[config.mk]
export PLATFORM = sky130hd
export DESIGN_NAME = vend_service_arbiter_flat
export DESIGN_NICKNAME = d
export VERILOG_FILES = /design/src/rtl/vend_service_arbiter_pkg.sv /design/src/rtl/vend_service_arbiter_if.sv /design/src/rtl/vend_service_arbiter_rr_pick.sv /design/src/rtl/vend_service_arbiter.sv /design/src/flat_wrapper.sv
export SDC_FILE = /design/constraint.sdc
export NUM_CORES = 1
export LEC_CHECK = 0
export BUFFER_PORTS_ARGS = -buffer_cell sky130_fd_sc_hd__buf_4
export CAP_MARGIN = 20
export CORE_ASPECT_RATIO = 1.4
export CORE_MARGIN = 2
export CORE_UTILIZATION = 30
export DETAILED_ROUTE_END_ITERATION = 8
export GPL_ROUTABILITY_DRIVEN = 1
export PLACE_DENSITY = 0.51
export SYNTH_ARGS = -nofsm -noshare
export SYNTH_HDL_FRONTEND = slang
export SYNTH_SLANG_ARGS = --single-unit
[constraint.sdc]
create_clock -name clk -period 4.9 [get_ports clk]
set_input_delay 0.245 -clock clk [delete_from_list [all_inputs] [get_ports clk]]
set_output_delay 0.245 -clock clk [all_outputs]
set_load 0.02 [all_outputs]
[src/rtl/vend_service_arbiter_pkg.sv]
// Shared types for the vending service arbiter.
// FSM states, coin-count type and helpers.
package vend_pkg;

   typedef enum logic [2:0] {
      IDLE,
      DISPENSE,
      PAYOUT_ON,
      PAYOUT_GAP,
      DONE
   } state_t;

   typedef logic [1:0] chg_t;

   localparam chg_t COIN_NONE = 2'd0;
   localparam chg_t COIN_MAX  = 2'd3;

   function automatic int max3(
      input int a,
      input int b,
      input int c
   );
      int m;
      m = a;
      if (b > m) m = b;
      if (c > m) m = c;
      return m;
   endfunction

endpackage

[src/rtl/vend_service_arbiter_if.sv]
// Request/grant bundle between vending FSMs and
// the shared motor/hopper arbiter.
interface vend_service_arbiter_if #(
   parameter int N_REQ = 4
);

   logic [N_REQ-1:0]   req;
   logic [N_REQ-1:0]   vend;
   logic [2*N_REQ-1:0] chg;
   logic [N_REQ-1:0]   grant;
   logic [N_REQ-1:0]   done;
   logic               motor_on;
   logic               hopper_on;
   logic               busy;

   modport master (
      output req,
      output vend,
      output chg,
      input  grant,
      input  done,
      input  motor_on,
      input  hopper_on,
      input  busy
   );

   modport slave (
      input  req,
      input  vend,
      input  chg,
      output grant,
      output done,
      output motor_on,
      output hopper_on,
      output busy
   );

endinterface

[src/rtl/vend_service_arbiter_rr_pick.sv]
// Round-robin priority picker: first set request
// at or above the pointer, wrapping to bit 0.
module rr_pick #(
   parameter int N  = 4,
   parameter int IW = 2
) (
   input  logic [N-1:0]  req,
   input  logic [IW-1:0] ptr,
   output logic [N-1:0]  win,
   output logic          valid
);

   logic [N-1:0] mask;
   logic [N-1:0] hi;
   logic [N-1:0] src;

   // Prefer requests at/above ptr, else wrap; keep lowest set bit
   always_comb begin
      mask = '0;
      for (int i = 0; i < N; i++) begin
         mask[i] = (i >= int'(ptr));
      end
      hi    = req & mask;
      src   = (|hi) ? hi : req;
      valid = |req;
      win   = '0;
      for (int i = N - 1; i >= 0; i--) begin
         if (src[i]) begin
            win    = '0;
            win[i] = 1'b1;
         end
      end
   end

endmodule

[src/rtl/vend_service_arbiter.sv]
// Shares one dispense motor and one coin hopper
// among N vending FSMs, served round-robin.
module vend_service_arbiter
   import vend_pkg::*;
#(
   parameter int N_REQ    = 4,
   parameter int DISP_CYC = 8,
   parameter int COIN_CYC = 4,
   parameter int GAP_CYC  = 2
) (
   input logic                 clk,
   input logic                 rst,
   vend_service_arbiter_if.slave bus
);

   localparam int IW   = (N_REQ > 1) ? $clog2(N_REQ) : 1;
   localparam int CMAX = max3(DISP_CYC, COIN_CYC, GAP_CYC);
   localparam int CW   = $clog2(CMAX + 1);

   typedef logic [CW-1:0] cnt_t;

   localparam cnt_t DISP_LD = cnt_t'(DISP_CYC - 1);
   localparam cnt_t COIN_LD = cnt_t'(COIN_CYC - 1);
   localparam cnt_t GAP_LD  = cnt_t'(GAP_CYC - 1);
   localparam logic [IW-1:0] LAST = IW'(N_REQ - 1);

   state_t           state;
   logic [IW-1:0]    ptr;
   logic [IW-1:0]    win_idx;
   chg_t             coins;
   cnt_t             cnt;
   logic [N_REQ-1:0] grant_q;
   logic [N_REQ-1:0] done_q;
   logic             motor_q;
   logic             hopper_q;
   logic             busy_q;

   logic [N_REQ-1:0] pick_win;
   logic             pick_valid;
   logic [IW-1:0]    pick_idx;
   logic             pick_vend;
   chg_t             pick_chg;

   rr_pick #(
      .N  (N_REQ),
      .IW (IW)
   ) u_pick (
      .req   (bus.req),
      .ptr   (ptr),
      .win   (pick_win),
      .valid (pick_valid)
   );

   // Index, vend flag and coin count of the picked requester
   always_comb begin
      pick_idx  = '0;
      pick_vend = 1'b0;
      pick_chg  = COIN_NONE;
      for (int i = 0; i < N_REQ; i++) begin
         if (pick_win[i]) begin
            pick_idx  = IW'(i);
            pick_vend = bus.vend[i];
            pick_chg  = bus.chg[2*i +: 2];
         end
      end
   end

   // Service FSM with registered motor/hopper/grant outputs
   always_ff @(posedge clk or negedge rst) begin
      if (!rst) begin
         state    <= IDLE;
         ptr      <= '0;
         win_idx  <= '0;
         coins    <= COIN_NONE;
         cnt      <= '0;
         grant_q  <= '0;
         done_q   <= '0;
         motor_q  <= 1'b0;
         hopper_q <= 1'b0;
         busy_q   <= 1'b0;
      end else begin
         done_q <= '0;
         unique case (state)
            IDLE: begin
               if (pick_valid) begin
                  win_idx <= pick_idx;
                  coins   <= pick_chg;
                  grant_q <= pick_win;
                  busy_q  <= 1'b1;
                  if (pick_vend) begin
                     state   <= DISPENSE;
                     motor_q <= 1'b1;
                     cnt     <= DISP_LD;
                  end else if (pick_chg != COIN_NONE) begin
                     state    <= PAYOUT_ON;
                     hopper_q <= 1'b1;
                     cnt      <= COIN_LD;
                  end else begin
                     state  <= DONE;
                     done_q <= pick_win;
                  end
               end
            end
            DISPENSE: begin
               if (cnt == '0) begin
                  motor_q <= 1'b0;
                  if (coins != COIN_NONE) begin
                     state    <= PAYOUT_ON;
                     hopper_q <= 1'b1;
                     cnt      <= COIN_LD;
                  end else begin
                     state  <= DONE;
                     done_q <= grant_q;
                  end
               end else begin
                  cnt <= cnt - 1'b1;
               end
            end
            PAYOUT_ON: begin
               if (cnt == '0) begin
                  state    <= PAYOUT_GAP;
                  hopper_q <= 1'b0;
                  cnt      <= GAP_LD;
               end else begin
                  cnt <= cnt - 1'b1;
               end
            end
            PAYOUT_GAP: begin
               if (cnt == '0) begin
                  if (coins > 2'd1) begin
                     coins    <= coins - 1'b1;
                     state    <= PAYOUT_ON;
                     hopper_q <= 1'b1;
                     cnt      <= COIN_LD;
                  end else begin
                     coins  <= COIN_NONE;
                     state  <= DONE;
                     done_q <= grant_q;
                  end
               end else begin
                  cnt <= cnt - 1'b1;
               end
            end
            DONE: begin
               state   <= IDLE;
               grant_q <= '0;
               busy_q  <= 1'b0;
               ptr     <= (win_idx == LAST) ? '0 : win_idx + 1'b1;
            end
            default: begin
               state <= IDLE;
            end
         endcase
      end
   end

   assign bus.grant     = grant_q;
   assign bus.done      = done_q;
   assign bus.motor_on  = motor_q;
   assign bus.hopper_on = hopper_q;
   assign bus.busy      = busy_q;

endmodule
[src/flat_wrapper.sv]
// flat-port wrapper written by rule: the top's interface ports become plain ports
module vend_service_arbiter_flat import vend_pkg::*;
#(
   parameter int N_REQ    = 4,
   parameter int DISP_CYC = 8,
   parameter int COIN_CYC = 4,
   parameter int GAP_CYC  = 2
)
  (clk, rst, bus_req, bus_vend, bus_chg, bus_grant, bus_done, bus_motor_on, bus_hopper_on, bus_busy);
  vend_service_arbiter_if #(.N_REQ(N_REQ)) bus_i ();
  input logic clk;
  input logic rst;
  input wire logic [$bits(bus_i.req)-1:0] bus_req;
  input wire logic [$bits(bus_i.vend)-1:0] bus_vend;
  input wire logic [$bits(bus_i.chg)-1:0] bus_chg;
  output wire logic [$bits(bus_i.grant)-1:0] bus_grant;
  output wire logic [$bits(bus_i.done)-1:0] bus_done;
  output wire logic [$bits(bus_i.motor_on)-1:0] bus_motor_on;
  output wire logic [$bits(bus_i.hopper_on)-1:0] bus_hopper_on;
  output wire logic [$bits(bus_i.busy)-1:0] bus_busy;
  assign bus_i.req = bus_req;
  assign bus_i.vend = bus_vend;
  assign bus_i.chg = bus_chg;
  assign bus_grant = bus_i.grant;
  assign bus_done = bus_i.done;
  assign bus_motor_on = bus_i.motor_on;
  assign bus_hopper_on = bus_i.hopper_on;
  assign bus_busy = bus_i.busy;
  vend_service_arbiter #(.N_REQ(N_REQ), .DISP_CYC(DISP_CYC), .COIN_CYC(COIN_CYC), .GAP_CYC(GAP_CYC)) u_core (.clk(clk), .rst(rst), .bus(bus_i));
endmodule
==> results.cfg <==
[floorplanning]
initial_core_util_pct = 31.6
dieArea_um2 = 5400
die_w_um = 62.7
core-area_um2 = 4570
ios = 29
std_cell_rows = 29
die_h_um = 86.1

[route]
routed_wl_um = 3490
wl_per_cell_um = 14.5
first_iter_violations = 89
antenna_left = 0
firstDrtPassIters = 4
vias = 1277
viasPerCell = 5.30
drc = 0

[place]
dp_hpwl_um = 2680
dpl_worst_slack_ns = 2.24
io_buffers = 28
dp.cells = 236
gp_congestion = 0.826
dpl-instance-area_um2 = 1690

[logic_synthesis]
ys.warnings.count = 0
synth_top_area_share_pct = 41.6
synthTopCellsByArea = dfrtp_1, nand2_1, o21ai_0
seq_area_frac_synth_pct = 41.6
syn_avg_cell_area_um2 = 9.32
synth_seq_cells = 24
synth_nets = 174
synthArstFlopShare_pct = 100
synthesis.area_um2 = 1450
synth_edf_count = 0
synthFlopType = dfrtp_1
synthDistinctLibCells = 51
yosys.area.top_type = dfrtp_1
netlist_instances = 155

[worst_setup_path]
cp-start-kind = flop
required_ns = 5.06
arrival_ns = 2.84
worstSetupPathType = flop to flop
rrSetupSlack_ns = 2.22
end_kind = flop
crit_path_max_fanout = 11
worst_r2r_path_depth = 7

[global_routing]
antenna_found_initial = 0
grt_pass1_wl_um = 6080
grt_max_degree = 25
overflow = 0
grt_pass1_vias = 1284
grt_util_all_layers_pct = 14.0

[sta]
holdWs_ns = 0.335
hold_violations = 0
slew-limit-headroom_pct = 57.9
fin_crit_sh_pct = 54.8
rsz0062_at_grt = false
max_clock_freq_ghz = 0.373
worst_slew_pin_slew_ns = 0.621
setup_viol = 0
setup_slack_ns = 2.22
setup_tns_ns = 0
clock_skew_ns = 0.00178
period_minus_slack_ns = 2.68
final_max_slew_viol_count = 0

[cells_and_area]
utilization_pct = 38.4
n_antenna_cell = 0
drive_gt1_share_pct = 24.0
syn_to_final_growth_pct = 21.4
design_area_um2 = 1750
layout.cells.non_filler = 241
fill_cells = 478
fin_nets = 199

[power_and_ir_drop]
p_switching_mw = 0.473
leakagePower_nw = 0.778
p_total_mw = 1.07
internal_power_mw = 0.600
swShare_pct = 44.1
clock_power_share_pct = 12.7
p_seq_share_pct = 36.1
power_frac_comb_pct = 51.2
peakVddDrop_v = 0.000164
power.density_nw_per_um2 = 612

[clock_tree]
numClockSinks = 24
ctsHtreeMaxLevel = 1
post_cts_buffers = 0
clk_latency_ns = 0.27
cts_tree = yes
clkTransAtPathRegs_ns = 0.08
cts_buffers = 3
postCtsHoldBufs = 1
clockBufferDepth = 2
cts_resized = 0
cts_root_buffer = clkbuf_8

[hold_path]
hold_depth = 3
hold_path_class = input port to flop

[run]
cap_violations = 0

[status]
outcome = finished, final reports clean
power groups by stage:
stage,clock (mW),combinational [mW],sequential [mW]
global placement,0,0.538,0.381
floorplan,0,0.424,0.368
finish,0.136,0.550,0.388
detailed placement,0,0.551,0.390
CTS,0.138,0.553,0.386
global route,0.146,0.624,0.402
cell usage after synthesis (all sizes together) (2+ instances only):
| master | number |
|---|---|
| o21ai | 15 |
| nor2 | 10 |
| and3 | 3 |
| clkbuf | 6 |
| nor2b | 4 |
| mux2i | 2 |
| a32o | 2 |
| a41oi | 2 |
| a31oi | 3 |
| dfrtp | 24 |
| and2 | 2 |
| inv | 11 |
| nor4b | 2 |
| o31ai | 2 |
| buf | 3 |
| a311oi | 2 |
| nor3 | 2 |
| a221oi | 2 |
| o2111a | 2 |
| o31a | 2 |
| nor3b | 2 |
| nand2 | 18 |
| a21oi | 4 |
| nand4 | 3 |
| nand3 | 7 |
| or4 | 2 |
| mux2 | 3 |
sequential cells by signal, indices dropped and copies added (netlist names):
signal                flops
u_core.bus.done           4
u_core.win_idx            2
u_core.bus.hopper_on      1
u_core.bus.busy           1
u_core.state              3
u_core.bus.motor_on       1
u_core.coins              2
u_core.ptr                2
u_core.bus.grant          4
u_core.cnt                4
logic make-up after synthesis:
group	share of synthesized area, %
muxes	3.98
buffers and inverters	5.89
and+or+nand+nor	22.2
AOI/OAI and AO/OA	24.9
DFF	41.6
xor gates and xnor gates	0.606
adders and majority gates	0.866
cell usage in the layout (no fill, tap or decap), drive strengths merged, types with 2 or more instances in the layout:
cell type	count
a21oi	4
a221oi	2
a311oi	2
a31oi	3
a32o	2
a41oi	2
and2	2
and3	3
buf	28
clkbuf	4
dfrtp	24
inv	11
mux2	3
mux2i	2
nand2	18
nand3	7
nand4	3
nor2	10
nor2b	4
nor3	2
nor3b	2
nor4b	2
o2111a	2
o21ai	15
o31a	2
o31ai	2
or4	2
routing by layer:
layer	share of wire, %	track usage (%)
met5	0	0
met4	1.0	6.67
met3	3.5	1.31
met1	43	17.1
met2	53	24.6
worst max-delay path, cell delays in order, from the launching register on:
cell	delay, ns
dfrtp_1	0.51
nor2b_1	0.09
o311ai_1	0.54
nand3_1	0.19
a221oi_2	0.38
a2111oi_4	0.14
a311oi_2	0.39
mux2_4	0.33
worst paths after layout:
kind / from / endpoint
worst max-delay path: u_core.ptr[1] / u_core.cnt[2]
worst min-delay path: bus_chg[7] / u_core.coins[1]
worst max register to register: u_core.ptr[1] / u_core.cnt[2]
worst min register to register: u_core.bus.busy / u_core.bus.busy
max in group asynchronous: rst / u_core.win_idx[1]
min in group asynchronous: rst / u_core.coins[0]
cell type report:
cell class	instances	area, um^2	area share, %
sequential	24	601	34.2
inverter	11	41.3	2.35
clock buffer	4	55.1	3.14
timing repair buffer	29	220	12.6
multi-input combinational	111	759	43.3
tap	62	77.6	4.42
No activity file was read; power rests on OpenSTA's default activity.
